`config.mk`:
```
export PLATFORM = sky130hd
export DESIGN_NAME = data_mem_ctrl
export DESIGN_NICKNAME = d
export VERILOG_FILES = /design/src/rtl/data_mem_ctrl.sv
export SDC_FILE = /design/constraint.sdc
export NUM_CORES = 1
export LEC_CHECK = 0
export BUFFER_PORTS_ARGS = -buffer_cell sky130_fd_sc_hd__buf_4
export CAP_MARGIN = 0
export CORE_AREA = 10 10 125 98
export DETAILED_ROUTE_END_ITERATION = 12
export DIE_AREA = 0 0 135 108
export MAX_ROUTING_LAYER = met4
export PLACE_DENSITY = 0.87
export REMOVE_ABC_BUFFERS = 1
export SYNTH_ARGS = -nofsm -noshare
export SYNTH_HDL_FRONTEND = slang
export SYNTH_SLANG_ARGS = --single-unit
```
`constraint.sdc`:
```
create_clock -name clk -period 2.8 [get_ports clk]
set_input_delay 0.14 -clock clk [delete_from_list [all_inputs] [get_ports clk]]
set_output_delay 0.14 -clock clk [all_outputs]
set_load 0.05 [all_outputs]
```
`src/rtl/data_mem_ctrl.sv`:
```
// data_mem_ctrl: load/store initiator between the MEM stage and a big-endian
// byte-lane data RAM. Drives one request at a time onto the RAM bus, holds it
// for WAIT_CYCLES extra cycles, then returns the extended load data with a
// one-cycle done_o pulse while stalling the pipeline.
// Optional build macro: DATA_MEM_ALIGN_EXC_EN adds misalign_o and completes
// misaligned halfword/word requests immediately without touching the RAM.
//
// state  | meaning
// IDLE   | waiting for req_i; bus idle
// ACCESS | bus driven, counting wait cycles
// DONE   | done_o pulse, result valid
module data_mem_ctrl #(
    parameter int WAIT_CYCLES = 0,
    parameter int CNT_W       = 4
) (
    input  logic        clk,
    input  logic        rst,
    input  logic        req_i,
    input  logic [2:0]  op_i,
    input  logic [31:0] addr_i,
    input  logic [31:0] wdata_i,
    output logic [31:0] rdata_o,
    output logic        done_o,
    output logic        stallreq_o,
`ifdef DATA_MEM_ALIGN_EXC_EN
    output logic        misalign_o,
`endif
    output logic        mem_ce_o,
    output logic        mem_we_o,
    output logic [31:0] mem_addr_o,
    output logic [3:0]  mem_sel_o,
    output logic [31:0] mem_data_o,
    input  logic [31:0] mem_data_i
);

    localparam logic [1:0] IDLE   = 2'd0;
    localparam logic [1:0] ACCESS = 2'd1;
    localparam logic [1:0] DONE   = 2'd2;

    localparam logic [2:0] OP_LB  = 3'b000;
    localparam logic [2:0] OP_LBU = 3'b001;
    localparam logic [2:0] OP_LH  = 3'b010;
    localparam logic [2:0] OP_LHU = 3'b011;
    localparam logic [2:0] OP_LW  = 3'b100;
    localparam logic [2:0] OP_SB  = 3'b101;
    localparam logic [2:0] OP_SH  = 3'b110;
    localparam logic [2:0] OP_SW  = 3'b111;

    logic [1:0]       state;
    logic [CNT_W-1:0] cnt;
    logic [2:0]       op_q;
    logic [1:0]       addr_lo_q;

    logic [3:0]  sel_next;
    logic [31:0] data_next;
    logic [31:0] load_ext;
    logic        is_store;
    logic        is_half;
    logic        is_word;
    logic        misaligned;

    // Request decode: lane select, store replication and alignment class.
    always_comb begin
        sel_next  = 4'b0000;
        data_next = wdata_i;
        is_half   = (op_i == OP_LH) || (op_i == OP_LHU) || (op_i == OP_SH);
        is_word   = (op_i == OP_LW) || (op_i == OP_SW);
        is_store  = op_i[2] && (op_i != OP_LW);
        if (is_word) begin
            sel_next = 4'b1111;
        end else if (is_half) begin
            sel_next = addr_i[1] ? 4'b0011 : 4'b1100;
        end else begin
            sel_next = 4'b1000 >> addr_i[1:0];
        end
        if (op_i == OP_SB) begin
            data_next = {4{wdata_i[7:0]}};
        end else if (op_i == OP_SH) begin
            data_next = {2{wdata_i[15:0]}};
        end
        misaligned = (is_half && addr_i[0]) || (is_word && (addr_i[1:0] != 2'b00));
    end

    // Load extraction from the big-endian word: offset 0 lives in bits 31:24.
    always_comb begin
        logic [7:0]  b;
        logic [15:0] h;
        b = 8'h00;
        h = addr_lo_q[1] ? mem_data_i[15:0] : mem_data_i[31:16];
        case (addr_lo_q)
            2'd0:    b = mem_data_i[31:24];
            2'd1:    b = mem_data_i[23:16];
            2'd2:    b = mem_data_i[15:8];
            default: b = mem_data_i[7:0];
        endcase
        case (op_q)
            OP_LB:   load_ext = {{24{b[7]}}, b};
            OP_LBU:  load_ext = {24'h0, b};
            OP_LH:   load_ext = {{16{h[15]}}, h};
            OP_LHU:  load_ext = {16'h0, h};
            OP_LW:   load_ext = mem_data_i;
            default: load_ext = 32'h0;
        endcase
    end

    // The stall covers the request cycle and all bus cycles, but not DONE.
    assign stallreq_o = ((state == IDLE) && req_i) || (state == ACCESS);

    // Sequencer and registered bus/result outputs.
    always_ff @(posedge clk) begin
        if (rst) begin
            state      <= IDLE;
            cnt        <= '0;
            op_q       <= 3'b000;
            addr_lo_q  <= 2'b00;
            rdata_o    <= 32'h0;
            done_o     <= 1'b0;
            mem_ce_o   <= 1'b0;
            mem_we_o   <= 1'b0;
            mem_addr_o <= 32'h0;
            mem_sel_o  <= 4'b0000;
            mem_data_o <= 32'h0;
`ifdef DATA_MEM_ALIGN_EXC_EN
            misalign_o <= 1'b0;
`endif
        end else begin
            case (state)
                IDLE: begin
                    if (req_i) begin
                        op_q      <= op_i;
                        addr_lo_q <= addr_i[1:0];
                        cnt       <= '0;
`ifdef DATA_MEM_ALIGN_EXC_EN
                        if (misaligned) begin
                            state      <= DONE;
                            done_o     <= 1'b1;
                            misalign_o <= 1'b1;
                            rdata_o    <= 32'h0;
                        end else begin
`endif
                            state      <= ACCESS;
                            mem_ce_o   <= 1'b1;
                            mem_we_o   <= is_store;
                            mem_addr_o <= addr_i;
                            mem_sel_o  <= sel_next;
                            mem_data_o <= data_next;
`ifdef DATA_MEM_ALIGN_EXC_EN
                        end
`endif
                    end
                end
                ACCESS: begin
                    if (cnt == CNT_W'(WAIT_CYCLES)) begin
                        state     <= DONE;
                        done_o    <= 1'b1;
                        rdata_o   <= load_ext;
                        mem_ce_o  <= 1'b0;
                        mem_we_o  <= 1'b0;
                        mem_sel_o <= 4'b0000;
                    end else begin
                        cnt <= cnt + 1'b1;
                    end
                end
                default: begin
                    state   <= IDLE;
                    done_o  <= 1'b0;
                    rdata_o <= 32'h0;
`ifdef DATA_MEM_ALIGN_EXC_EN
                    misalign_o <= 1'b0;
`endif
                end
            endcase
        end
    end

endmodule

```
Yosys cells after proc, flatten, opt, wreduce, memory -nomap -nowiden
Index checks and enable logic that the tools add are counted.

storage, ports and cells
  bits in registers = 114
  bits in latches = 0
  memory bits (writable) = 0
  memory bits (read-only) = 0
  input port bits = 102
  output and inout port bits = 104
  logic and storage cells = 73
  memories = 0

operators by class
  add/sub/neg operators = 1
  multipliers = 0
  div/mod/pow operators = 0
  $lt $le $gt $ge = 0
  eq/ne operators = 17
  shift operators = 1
  multiplexer cells = 26
  bitwise operators = 1
  reduce and logical (&&, ||, !) cells = 16

operators with widths
  operator                                              number
  case mux 32 bit (5 select lines)                      1
  two-way mux 32 bit                                    3
  case mux 32 bit (2 select lines)                      1
  two-way mux 4 bit                                     7
  case mux 8 bit (3 select lines)                       1
  two-way mux 16 bit                                    1
  case mux 4 bit (2 select lines)                       2
  equality test 3 bit (second input constant)           5
  equality test 3 x 2 -> 1 bit (second input constant)  4
  case mux 1 bit (2 select lines)                       3
  AND reduction 2 bit                                   3
  AND reduction 3 bit                                   2
  adder 4 x 1 -> 4 bit (second input constant)          1
  equality test 2 x 1 -> 1 bit (second input constant)  2
  logical NOT 2 bit                                     2
  logical NOT 4 bit                                     1
  logical OR 1 bit                                      4
  two-way mux 1 bit                                     4
  two-way mux 2 bit                                     2
  != test 2 bit (second input constant)                 2
  case mux 2 bit (2 select lines)                       1
  right shift 4 x 2 -> 4 bit (first input constant)     1
  equality test 3 x 1 -> 1 bit (second input constant)  1
  logical NOT 3 bit                                     1
  6 further kinds                                       7

Depth between registers and ports, before layout
  depth after elaboration = 7
  gate-level depth with buffers = 10
  mapped depth without buffers = 7

Worst setup path before layout
Ideal clock, no wire load.

  path kind = register -> register
  start = register cnt[0]
  end = register rdata_o[16]
  library setup time = 0.059 ns
  data arrival time = 2.080 ns
  data required time = 2.741 ns
  setup slack = 0.661 ns
  stages on the path, launching flop included = 9
  buffers on the path = 2
  period minus slack after synthesis = 2.139 ns
  cells stage by stage = dfxtp_1 > inv_1 > ha_1 > or3b_1 > buf_2 > or3_4 > a2111oi_4 > buf_6 > a221o_2

between the ends
  word-level cells in the longest chain between the ends = 3

RTL lines
  item                              line  RTL
  start: declaration                50    logic [CNT_W-1:0] cnt;
  start signal: assignment          161   cnt <= cnt + 1'b1;
  logical NOT 4 bit                 153   if (cnt == CNT_W'(WAIT_CYCLES)) begin
  != test 2 x 1 -> 1 bit (no line)  -
  AND reduction 2 bit (no line)     -
  end signal: assignment            156   rdata_o <= load_ext;
  end: declaration                  22    output logic [31:0] rdata_o,

No other way between the ends.
A chain may end at the register's enable or synchronous reset.

Final worst setup path
  start = register cnt[0]
  end = register rdata_o[20]

Same word-level chain as after synthesis.

==> run_results.csv <==
group,metric,value,unit
critical_path,worstPathArrival,2.58,ns
timing,final.setup.tns,0,ns
global_route,grt_start_max_net_pins,92,
timing,fin_crit,2.30,ns
critical_path,required,3.09,ns
critical_path,worstPathCellList,"inv_1 -> ha_1 -> or3b_1 -> or3_4 -> inv_1 -> and2_1 -> a221o_2",
clocking,post_cts_buffers,0,
detailed_routing,totalWireLength,15400,um
floorplan,rows,32,
timing,finalHoldViolations,0,
hold_path,holdCritPathClass,"input port to flip-flop",
placed_design,gp_congestion,0.913,
global_route,antenna_found_initial,0,
critical_path,cpMostUsedCell,"inv_1",
synthesis,synth-seq-cells,112,
power,p_total,4.22,mW
synthesis,async_flop_share,0,%
clocking,clockBufferDepth,2,
synthesis,synth_edf_count,0,
synthesis,synth_cells,494,
clocking,clock-sinks,112,
critical_path,cp-start-kind,"flip-flop",
detailed_routing,viasPerCell,5.46,
synthesis,synth_ff_type,"dfxtp_1",
layout,antenna_cells,0,
layout,finalCoreUtilization,65.0,%
clocking,cts_tree,"done",
critical_path,critical_path.max_fanout,16,
critical_path,worstSetupPathType,"flip-flop to flip-flop",
job,maxCapViolations,0,
detailed_routing,drc,0,
clocking,root_buffer,"clkbuf_16",
timing,rsz0062_at_grt,"no",
detailed_routing,drt_iter0_markers,449,
global_route,grt_pass1_wl,23300,um
layout,syn_to_final_growth,43.2,%
floorplan,core,9970,um^2
global_route,grt_pass1_vias,4460,
placed_design,dp_hpwl,11900,um
layout,layout_commonest_cell,"buf_4",
run_status,status,"finished, final reports clean",
critical_path,critPathSlowestCell,"and2_1",
synthesis,ys_warn_count,0,
placed_design,io_buffers,205,
timing,slew_headroom,41.1,%
placed_design,place_inst,803,
detailed_routing,wl_per_cell,18.8,um
global_route,grtUsageTotal,20.6,%
hold_path,min_from,"mem_data_i[27]",
floorplan,dieWidth,135,um
clocking,cts_resized,0,
timing,drv_slew,0,
floorplan,initial_utilization,45.4,%
floorplan,die_h,108,um
synthesis,postSynthAreaPerCell,9.16,um^2
timing,worst_pin_slew,0.876,ns
layout,final_cell_mix,"buf_4 (212), dfxtp_1 (112), nand2_1 (93)",
timing,finalSetupViolCount,0,
floorplan,die-area,14600,um^2
clocking,htree_levels,3,
synthesis,synthesis.area,4530,um^2
layout,fill_cells,827,
detailed_routing,via_count,4473,
power,ir_drop,0.000412,V
critical_path,startpoint,"cnt[0]",
timing,fin_crit_sh,82.0,%
detailed_routing,firstDrtPassIters,6,
synthesis,ys_seq_area_share,49.5,%
layout,nNetsFinal,782,
power,power.density,651,nW/um^2
critical_path,crit_path_end_kind,"flip-flop",
global_route,overflow,0,
clocking,ctsHoldBuffers,0,
timing,finClkSkew,0.00310,ns
synthesis,synthDistinctLibCells,40,
layout,drive_above_1_share,38.1,%
power,leakage,2.80,nW
timing,fmax,436,MHz
critical_path,r2r-start,"cnt[0]",
layout,stdcell_count,819,
detailed_routing,ant_nets,0,
floorplan,top_level_ports,206,
clocking,clk_pin_slew,0.07,ns
clocking,insertion_delay,0.34,ns
clocking,cts_buffers,9,
critical_path,max_stage_delay,0.46,ns
## registers in the layout (all words and copies together) (netlist names)
signal and cells:
mem_addr_o 32, state 2, mem_ce_o 1, mem_sel_o 4
rdata_o 32, op_q 3, cnt 4, done_o 1
mem_data_o 32, mem_we_o 1
## metal layers
layer	routed length [um]	part of all wire [%]	global-route usage, %	vias up
li1	-	-	-	2156
met1	6440	42	24.8	2160
met2	7720	50	33.4	144
met3	1060	6.9	5.33	13
met4	211	1.4	6.06	0
met5	0	0	-	-
## final timing paths
path	end	slack (ns)	cells past startpoint
setup reg to reg	rdata_o[20]	0.50	7
hold reg to reg	mem_data_o[5]	0.46	2
setup / recovery	rdata_o[20]	0.50	7
hold / removal	rdata_o[27]	0.04	2
## kinds of logic (layout without fill, tap and decap cells)
family                     count (synthesis)  after routing  share of synthesized area (%)
DFF                                      112            112                           49.5
buffers and inverters                     46            235                           4.26
muxes                                     25             25                           6.05
and+or+nand+nor                          161            161                           15.2
xor gates and xnor gates                   3              3                          0.581
adders and majority gates                  2              2                          0.553
AOI/OAI and AO/OA                        145            145                           23.8
## report_power, final
| part | internal (mW) | total [mW] | switching (mW) |
|---|---|---|---|
| Clock | 0.807 | 1.37 | 0.561 |
| Combinational | 0.372 | 1.07 | 0.703 |
| Sequential | 1.70 | 1.77 | 0.0699 |
| Total | 2.88 | 4.22 | 1.33 |
## synthesized netlist by cell type, drive strengths merged, types with 6 or more instances
cell     instances  area, um^2
a2111oi          9        97.6
a211oi          24         180
a21oi           55         275
a221o           16         180
a221oi           8        70.1
a222oi           8        80.1
buf             12        65.1
clkbuf          28         105
dfxtp          112        2240
inv              6        22.5
mux2             9         101
mux2i           15         150
nand2           94         353
nand3           11        55.1
nor2            32         120
nor3             6        30.0
o2bb2ai         15         131
## final cells by class
class                           instances  area [um^2]  area share [%]
Clock inverter                          5         80.1            1.24
Multi-Input combinational cell        336         2110            32.6
Inverter                                6         22.5           0.348
Timing Repair Buffer                  213         1610            24.9
Sequential cell                       112         2240            34.6
Tap cell                              136          170            2.63
Clock buffer                           11          243            3.75
## metrics by stage
| step | cell area, um^2 | setup slack (ns) | hold WS, ns |
|---|---|---|---|
| after floorplan | 4360 | -4.03 | 0.209 |
| after global placement | 6150 | 0.675 | 0.382 |
| after detailed placement | 6150 | 0.539 | 0.387 |
| after CTS | 6470 | 0.519 | 0.0214 |
| after global routing | 6480 | 0.378 | 0.0198 |
| final | 6480 | 0.504 | 0.0360 |
## critical path: cells and delay by family (launching register included)
kind	cells	cell delay, ns
AOI/OAI and AO/OA	1	0.25
DFF	1	0.34
and+or+nand+nor	3	1.29
buffers and inverters	2	0.18
adders and majority gates	1	0.16
Power figures use the tool's default switching activity.
